`src/rtl/music_pkg.sv`:
```
// Shared types and constants for the note sequencer and its tone timer.
package music_pkg;

  typedef enum logic [1:0] {
    IDLE = 2'd0,
    LOAD = 2'd1,
    PLAY = 2'd2,
    DONE = 2'd3
  } seq_state_t;

  localparam logic [7:0] PERIOD_REST = 8'd0;
  localparam logic [7:0] DUR_END     = 8'd0;

endpackage

```
`src/rtl/tone_timer.sv`:
```
// Reloadable 8-bit half-period down-counter driving the square-wave speaker flop.
module tone_timer
  import music_pkg::*;
(
  input  logic       clk,
  input  logic       rst,
  input  logic       load,
  input  logic [7:0] period,
  input  logic       en,
  input  logic       clear,
  output logic       spkr
);

  logic [7:0] cnt_q, cnt_d;
  logic [7:0] period_q, period_d;
  logic       spkr_q, spkr_d;

  always_comb begin
    cnt_d    = cnt_q;
    period_d = period_q;
    spkr_d   = spkr_q;
    if (load) begin
      cnt_d    = period;
      period_d = period;
    end else if (en) begin
      // Reload wins over decrement, so the counter never underflows.
      if (cnt_q == 8'd0) begin
        cnt_d = period_q;
        if (period_q != PERIOD_REST) begin
          spkr_d = ~spkr_q;
        end
      end else begin
        cnt_d = cnt_q - 8'd1;
      end
    end
    if (clear) begin
      spkr_d = 1'b0;
    end
  end

  always_ff @(posedge clk or posedge rst) begin
    if (rst) begin
      cnt_q    <= 8'd0;
      period_q <= 8'd0;
      spkr_q   <= 1'b0;
    end else begin
      cnt_q    <= cnt_d;
      period_q <= period_d;
      spkr_q   <= spkr_d;
    end
  end

  assign spkr = spkr_q;

endmodule

```
`src/rtl/note_sequencer.sv`:
```
// Walks the note table, timing each note in beats and driving the tone timer.
module note_sequencer
  import music_pkg::*;
#(
  parameter int unsigned NUM_NOTES   = 8,
  parameter int unsigned BEAT_CYCLES = 16,
  localparam int unsigned AW = (NUM_NOTES > 1) ? $clog2(NUM_NOTES) : 1
) (
  input  logic          clk,
  input  logic          rst,
  input  logic          start,
  input  logic          stop,
  output logic [AW-1:0] mem_addr,
  input  logic [7:0]    mem_period,
  input  logic [7:0]    mem_dur,
  output logic          spkr,
  output logic          busy,
  output logic          done,
  output logic [AW-1:0] note_idx
);

  localparam logic [7:0]    BEAT_RELOAD = 8'(BEAT_CYCLES - 1);
  localparam logic [AW-1:0] LAST_IDX    = AW'(NUM_NOTES - 1);

  seq_state_t    state_q, state_d;
  logic [AW-1:0] note_idx_q, note_idx_d;
  logic [7:0]    beat_q, beat_d;
  logic [7:0]    dur_q, dur_d;
  logic          busy_q, busy_d;
  logic          done_q, done_d;
  logic          tone_load_c, tone_en_c, tone_clear_c;

  always_comb begin
    state_d    = state_q;
    note_idx_d = note_idx_q;
    beat_d     = beat_q;
    dur_d      = dur_q;
    unique case (state_q)
      IDLE: begin
        if (start && !stop) begin
          state_d    = LOAD;
          note_idx_d = '0;
        end
      end
      LOAD: begin
        if (stop) begin
          state_d    = IDLE;
          note_idx_d = '0;
        end else begin
          beat_d  = BEAT_RELOAD;
          dur_d   = mem_dur;
          state_d = (mem_dur == DUR_END) ? DONE : PLAY;
        end
      end
      PLAY: begin
        if (beat_q == 8'd0) begin
          beat_d = BEAT_RELOAD;
          dur_d  = dur_q - 8'd1;
        end else begin
          beat_d = beat_q - 8'd1;
        end
        // Abort outranks the note boundary.
        if (stop) begin
          state_d    = IDLE;
          note_idx_d = '0;
        end else if (beat_q == 8'd0 && dur_q == 8'd1) begin
          if (note_idx_q == LAST_IDX) begin
            state_d = DONE;
          end else begin
            note_idx_d = note_idx_q + AW'(1);
            state_d    = LOAD;
          end
        end
      end
      DONE: begin
        state_d = IDLE;
      end
      default: begin
        state_d = IDLE;
      end
    endcase
  end

  always_comb begin
    busy_d       = (state_d == LOAD) || (state_d == PLAY);
    done_d       = (state_d == DONE);
    tone_load_c  = (state_q == LOAD);
    tone_en_c    = (state_q == PLAY);
    tone_clear_c = (state_d != PLAY);
  end

  always_ff @(posedge clk or posedge rst) begin
    if (rst) begin
      state_q    <= IDLE;
      note_idx_q <= '0;
      beat_q     <= 8'd0;
      dur_q      <= 8'd0;
      busy_q     <= 1'b0;
      done_q     <= 1'b0;
    end else begin
      state_q    <= state_d;
      note_idx_q <= note_idx_d;
      beat_q     <= beat_d;
      dur_q      <= dur_d;
      busy_q     <= busy_d;
      done_q     <= done_d;
    end
  end

  tone_timer u_tone_timer (
    .clk    (clk),
    .rst    (rst),
    .load   (tone_load_c),
    .period (mem_period),
    .en     (tone_en_c),
    .clear  (tone_clear_c),
    .spkr   (spkr)
  );

  assign mem_addr = (state_q == IDLE) ? '0 : note_idx_q;
  assign busy     = busy_q;
  assign done     = done_q;
  assign note_idx = note_idx_q;

endmodule

```
`config.mk`:
```
export PLATFORM = sky130hd
export DESIGN_NAME = note_sequencer
export DESIGN_NICKNAME = d
export VERILOG_FILES = /design/src/rtl/music_pkg.sv /design/src/rtl/tone_timer.sv /design/src/rtl/note_sequencer.sv
export SDC_FILE = /design/constraint.sdc
export NUM_CORES = 1
export LEC_CHECK = 0
export CAP_MARGIN = 0
export CORE_ASPECT_RATIO = 0.7
export CORE_MARGIN = 10
export CORE_UTILIZATION = 51
export CTS_CLUSTER_SIZE = 25
export DETAILED_ROUTE_END_ITERATION = 8
export PLACE_DENSITY = 0.86
export REMOVE_ABC_BUFFERS = 1
export SLEW_MARGIN = 20
export SYNTH_ARGS = -nofsm -noshare
export SYNTH_HDL_FRONTEND = slang
export SYNTH_SLANG_ARGS = --single-unit
```
`constraint.sdc`:
```
create_clock -name clk -period 2.3 [get_ports clk]
set_input_delay 0.345 -clock clk [delete_from_list [all_inputs] [get_ports clk]]
set_output_delay 0.345 -clock clk [all_outputs]
set_load 0.1 [all_outputs]
```
**Yosys cells after proc, flatten, opt, wreduce, memory -nomap -nowiden**

Cells that the tools add are included.

- Register bits: 40
- Word-level logic and storage cells: 76
- Output and inout bits: 9
- Bits of input ports: 20

- Eq/ne operators: 16
- Bitwise operators: 1
- Multiplexer cells: 28
- $add $sub $neg: 4
- Reduce and logical (&&, ||, !) cells: 18

Operator list:

| cell | number |
|---|---|
| $mux 8 | 7 |
| $pmux 8 s2 | 2 |
| $logic_not 8->1 | 3 |
| $sub 8x1->8 const B | 3 |
| $mux 3 | 6 |
| $mux 2 | 5 |
| $pmux 3 s3 | 1 |
| $eq 2x2->1 const B | 4 |
| $eq 8x1->1 const B | 1 |
| $ne 2x2->1 const B | 4 |
| $pmux 2 s4 | 1 |
| $reduce_bool 2->1 | 4 |
| $reduce_bool 8->1 | 1 |
| $mux 1 | 6 |
| $reduce_and 5->1 | 1 |
| $eq 2x1->1 const B | 2 |
| $ne 2x1->1 const B | 2 |
| $reduce_and 4->1 | 1 |
| $add 3x1->3 const B | 1 |
| $eq 3x3->1 const B | 1 |
| $ne 3x2->1 const B | 1 |
| $ne 3x3->1 const B | 1 |
| $reduce_and 3->1 | 1 |
| $reduce_bool 3->1 | 1 |
| 6 further kinds | 7 |

**Longest topological paths before layout**

- Word-level depth: 8
- Gate-level depth with buffers: 10
- Depth with buffers taken out: 9

**Cells and area by module**

From an unflattened synthesis, not the netlist that was laid out.

- Cells, all modules: 270
- Area total of the unflattened synthesis: 2,523.7 um^2

Modules (own cells, without submodules):

| module | area each (um^2) | instances | sequential area each (um^2) | cells an instance |
|---|---|---|---|---|
| note_sequencer | 1,571.5 | 1 | 575.6 | 177 |
| tone_timer | 952.2 | 1 | 425.4 | 93 |

**Least setup slack after synthesis**

No wires, ideal clock.

- Path kind: reg2out
- Start point: register note_idx_q[0] (netlist: note_idx[0])
- End point: output mem_addr[0]
- Arrival time: 2,396 ps
- Path buffers: 0
- Path slack: -441 ps
- Stages on the path, launching flop included: 2
- Required time: 1,955 ps
- Cell sequence: dfrtp_1 > nor2b_1

- Longest elaborated chain between the ends: 1

Ends and longest elaborated chain:

| item | line | text |
|---|---|---|
| start, declared | note_sequencer.sv:26 | `logic [AW-1:0] note_idx_q, note_idx_d;` |
| start signal, assigned | note_sequencer.sv:102 | `note_idx_q <= note_idx_d;` |
| $mux 3 | note_sequencer.sv:120 | `assign mem_addr = (state_q == IDLE) ? '0 : note_idx_q;` |
| end, declared | note_sequencer.sv:13 | `output logic [AW-1:0] mem_addr,` |

Every way passes these cells.

**Worst setup path after layout**

- Start point: register beat_q[0]
- End point: register u_tone_timer.spkr_q (netlist: u_tone_timer.spkr)

- Longest elaborated chain between the ends: 8
- Elaborated cells between the ends (all ways): 12
- Classes of those cells: 2 x eq/ne; 4 x mux; 6 x reduce/logical

Ends and longest elaborated chain:

| item | line | text |
|---|---|---|
| start, declared | note_sequencer.sv:27 | `logic [7:0] beat_q, beat_d;` |
| start signal, assigned | note_sequencer.sv:103 | `beat_q <= beat_d;` |
| $logic_not 8->1 (*) | note_sequencer.sv:66 | `end else if (beat_q == 8'd0 && dur_q == 8'd1) begin` |
| $logic_and 1x1->1 (*) | note_sequencer.sv:66 |  |
| $mux 2 (*) | note_sequencer.sv:66 |  |
| $mux 2 (*) | note_sequencer.sv:63 | `if (stop) begin` |
| $pmux 2 s4 (*) | note_sequencer.sv:38 | `unique case (state_q)` |
| net state_d[1] | note_sequencer.sv:25 | `seq_state_t state_q, state_d;` |
| $ne 2x2->1 (*) | note_sequencer.sv:89 | `tone_clear_c = (state_d != PLAY);` |
| $ne 2x1->1 (no line) / $reduce_bool 2->1 (equally long branches) | -- |  |
| $reduce_and 4->1 (no line) | -- |  |
| end signal, assigned | tone_timer.sv:49 | `spkr_q <= spkr_d;` |
| end, declared | tone_timer.sv:16 | `logic spkr_q, spkr_d;` |

Mark *: on every way through the listed nets, which the timed path passes. The rest lies on a longest branch.
A chain may end at the register's enable or synchronous reset.

==> results.md <==
- Min cycle time layout: 2.18 ns
- Final slew viol count: 0
- Fin. Hold Viols: 0
- Cell Area, Synth: 0.00251 mm²
- Root Buffer: clkbuf_8
- Yosys reg bits: 40
- Synth Area in Compound Gates: 0.170
- WL per Instance: 16.8 µm
- Clk pin slew, worst setup/hold paths: 0.09 ns
- DRT iter0 DRCs: 313
- Critical Path Start Type: flip-flop
- Max-slew headroom: 0.660
- ANT cells: 0
- TritonCTS clock tree: yes
- Worst setup margin: 0.119 ns
- Worst reg2reg setup slack: 0.12 ns
- Layout overhead on the synthesized area: 22.4%
- Starting Density: 0.527
- Router iterations before antenna repair: 5
- GPL Wtd Cong: 0.943
- First-pass GRT wire length: 11200 µm
- Maxcap violations: 0
- # IOs: 29
- Synth Area in Simple Gates: 0.217
- Die Height: 78.7 µm
- Clock Path Buffers: 2
- Crit share post-route: 0.948
- Endpoint class of the critical path: flip-flop
- Synth top cells by count: 40 x dfrtp_1, 25 x o21ai_0, 21 x inv_1, 18 x nand2_1, 18 x nor2_1
- Top-count cell post-synth: dfrtp_1
- Clk Latency, worst-skew pair: 0.30 ns
- Synth cell types: 49
- Max Freq: 459 MHz
- Worst r2r src: beat_q[0]
- H-Tree Depth: 2
- Min Hold Slack: 0.476 ns
- Place WS: 0.0713 ns
- Status: completed
- Final WL: 6470 µm
- Residual DRC count: 0
- Gr usage total: 0.162
- Drt via density: 5.99
- Hpwl dp: 4660 µm
- Synth Area in Adders: 0.0648
- I/O Buffers: 28
- Leakage: 1.35 nW
- Non-filler cells, final: 385
- Yosys top cell area share: 0.399
- Via count: 2307
- Largest area contributor in the netlist: dfrtp_1
- DIE AREA: 0.00817 mm²
- Largest family of logic cells by synthesized area: simple AND/OR/NAND/NOR gates
- Layout Utilization: 0.646
- Mapped Cells: 276
- Setup Crit Path Kind: reg2reg
- Tightest Pin Transition: 0.510 ns
- CTS Buf Count: 5
- Layout Skew: 0.0133 ns
- WP data required: 2.53 ns
- RR Endpoint: u_tone_timer.spkr
- Tot Pwr: 3.66 mW
- Antenna violations before repair: 0
- Vias in the first global route: 2274
- Site Rows: 21
- Xor and xnor area share after synthesis: 0.0279
- Top cells by area, synth: dfrtp_1 40%, ha_1 6.5%, o21ai_0 5.0%, mux2i_1 4.4%, inv_1 3.1%
- Placed Cells: 376
- Clock net sink count: 40
- Antenna Nets Post-Route: 0
- Asr flop ratio synth: 1.00
- Nets@finish: 348
- CORE AREA: 0.00476 mm²
- Synthesis Warnings: 0
- Syn Area/Cell: 9.09 µm²
- Synth Flop Type: dfrtp_1
- Min-delay worst type: in2async
- Largest net degree at the start of global routing: 41
- Peak VDD IR: 1020 µV
- Critical Path AT: 2.41 ns
- Depth of the most critical reg-to-reg path: 9
- Sequential fraction of the synthesis area: 0.399
- Mux contribution to synthesized area: 0.0678
- CP Max Fanout: 4
- Final setup fails: 0
- Overflow left after global routing: 0
- Die width: 104 µm
- Fill cells: 388
- Pwr Density: 1190 mW/mm²
- EDFF count, synth: 0
- Layout cells sized above 1: 0.146
==> how the worst max path moves through the flow <==
| stage | start | endpoint | cells past startpoint |
|---|---|---|---|
| 3_3_place_gp | stop | note_idx[0] | 5 |
| 3_5_place_dp | stop | note_idx[0] | 5 |
| 5_1_grt | beat_q[0] | u_tone_timer.spkr | 9 |
| 2_1_floorplan | note_idx[0] | mem_addr[0] | 1 |
| 4_1_cts | beat_q[0] | u_tone_timer.spkr | 9 |
| 6_report | beat_q[0] | u_tone_timer.spkr | 9 |
==> area by class of cell <==
type	count	area, µm²	area share
timing repair buffer	45	423	0.138
clock inverter	2	15.0	0.00489
clock buffer	6	82.6	0.0269
sequential	40	1000	0.326
inverter	21	78.8	0.0257
tap	69	86.3	0.0281
multi-input combinational	202	1390	0.451
==> per-stage QoR <==
stage,TNS (ns),area [µm²]
finish,0,3070
global route,-0.0397,3070
CTS,0,3050
detailed placement,0,2950
global placement,0,2950
floorplan,-2.46,2450
==> worst max-delay path, stage by stage (launching register included) <==
cell and delay [ns]:
dfrtp_1 0.41, inv_1 0.11, ha_1 0.19, nor3b_2 0.23
nand4_1 0.28, mux2i_1 0.20, o31ai_1 0.29, ha_1 0.23
nand2_1 0.06, mux2i_1 0.12
==> report_power, final <==
group          total, mW  internal (mW)  leakage, nW  switching [mW]
Sequential          1.25          0.967        0.479           0.279
Combinational       1.90          0.781        0.824            1.12
Clock              0.509          0.243       0.0434           0.266
==> cells by family after synthesis <==
| group | count (synthesis) |
|---|---|
| AO/OA/AOI/OAI | 67 |
| XOR/XNOR | 8 |
| adder cells (fa/ha/maj) | 13 |
| buffers and inverters | 34 |
| flip-flops | 40 |
| multiplexers | 16 |
| AND/OR/NAND/NOR | 98 |
==> repair_timing <==
item / 4_1_cts / 5_1_grt
hold buffers: 0 / 0
resized for setup: 0 / 2
setup endpoints to repair: 0 / 6
buffers inserted: 0 / 1
==> registers in the layout, indices dropped and copies added, names as in the netlist <==
name,flops
beat_q,8
dur_q,8
u_tone_timer.cnt_q,8
u_tone_timer.period_q,8
note_idx,3
state_q,2
busy,1
done,1
u_tone_timer.spkr,1
==> layer usage <==
metal  track usage  vias up  wire length, µm
met5             0        -                0
met4        0.0512        0               72
met3        0.0498        9              578
met2         0.229      116             2760
met1         0.229     1108             3060
li1              -     1074                -
==> cell usage in the layout, fill, tap and decap left out, drive strengths merged, types with 5 or more instances in the layout <==
master | netlist | final
dfrtp | 40 | 40
o21ai | 26 | 26
buf | 1 | 26
inv | 21 | 21
clkdlybuf4s50 | 0 | 19
nor2 | 18 | 18
nand2 | 18 | 18
ha | 13 | 13
a21oi | 11 | 11
nor3 | 11 | 11
mux2i | 11 | 11
nand3 | 8 | 8
nand2b | 7 | 7
xor2 | 7 | 7
clkbuf | 12 | 6
nor4 | 6 | 6
nor3b | 6 | 6
nor2b | 5 | 5
o22ai | 5 | 5
nand4 | 5 | 5
mux2 | 5 | 5
Note: power is estimated with default switching activity, not from simulation.
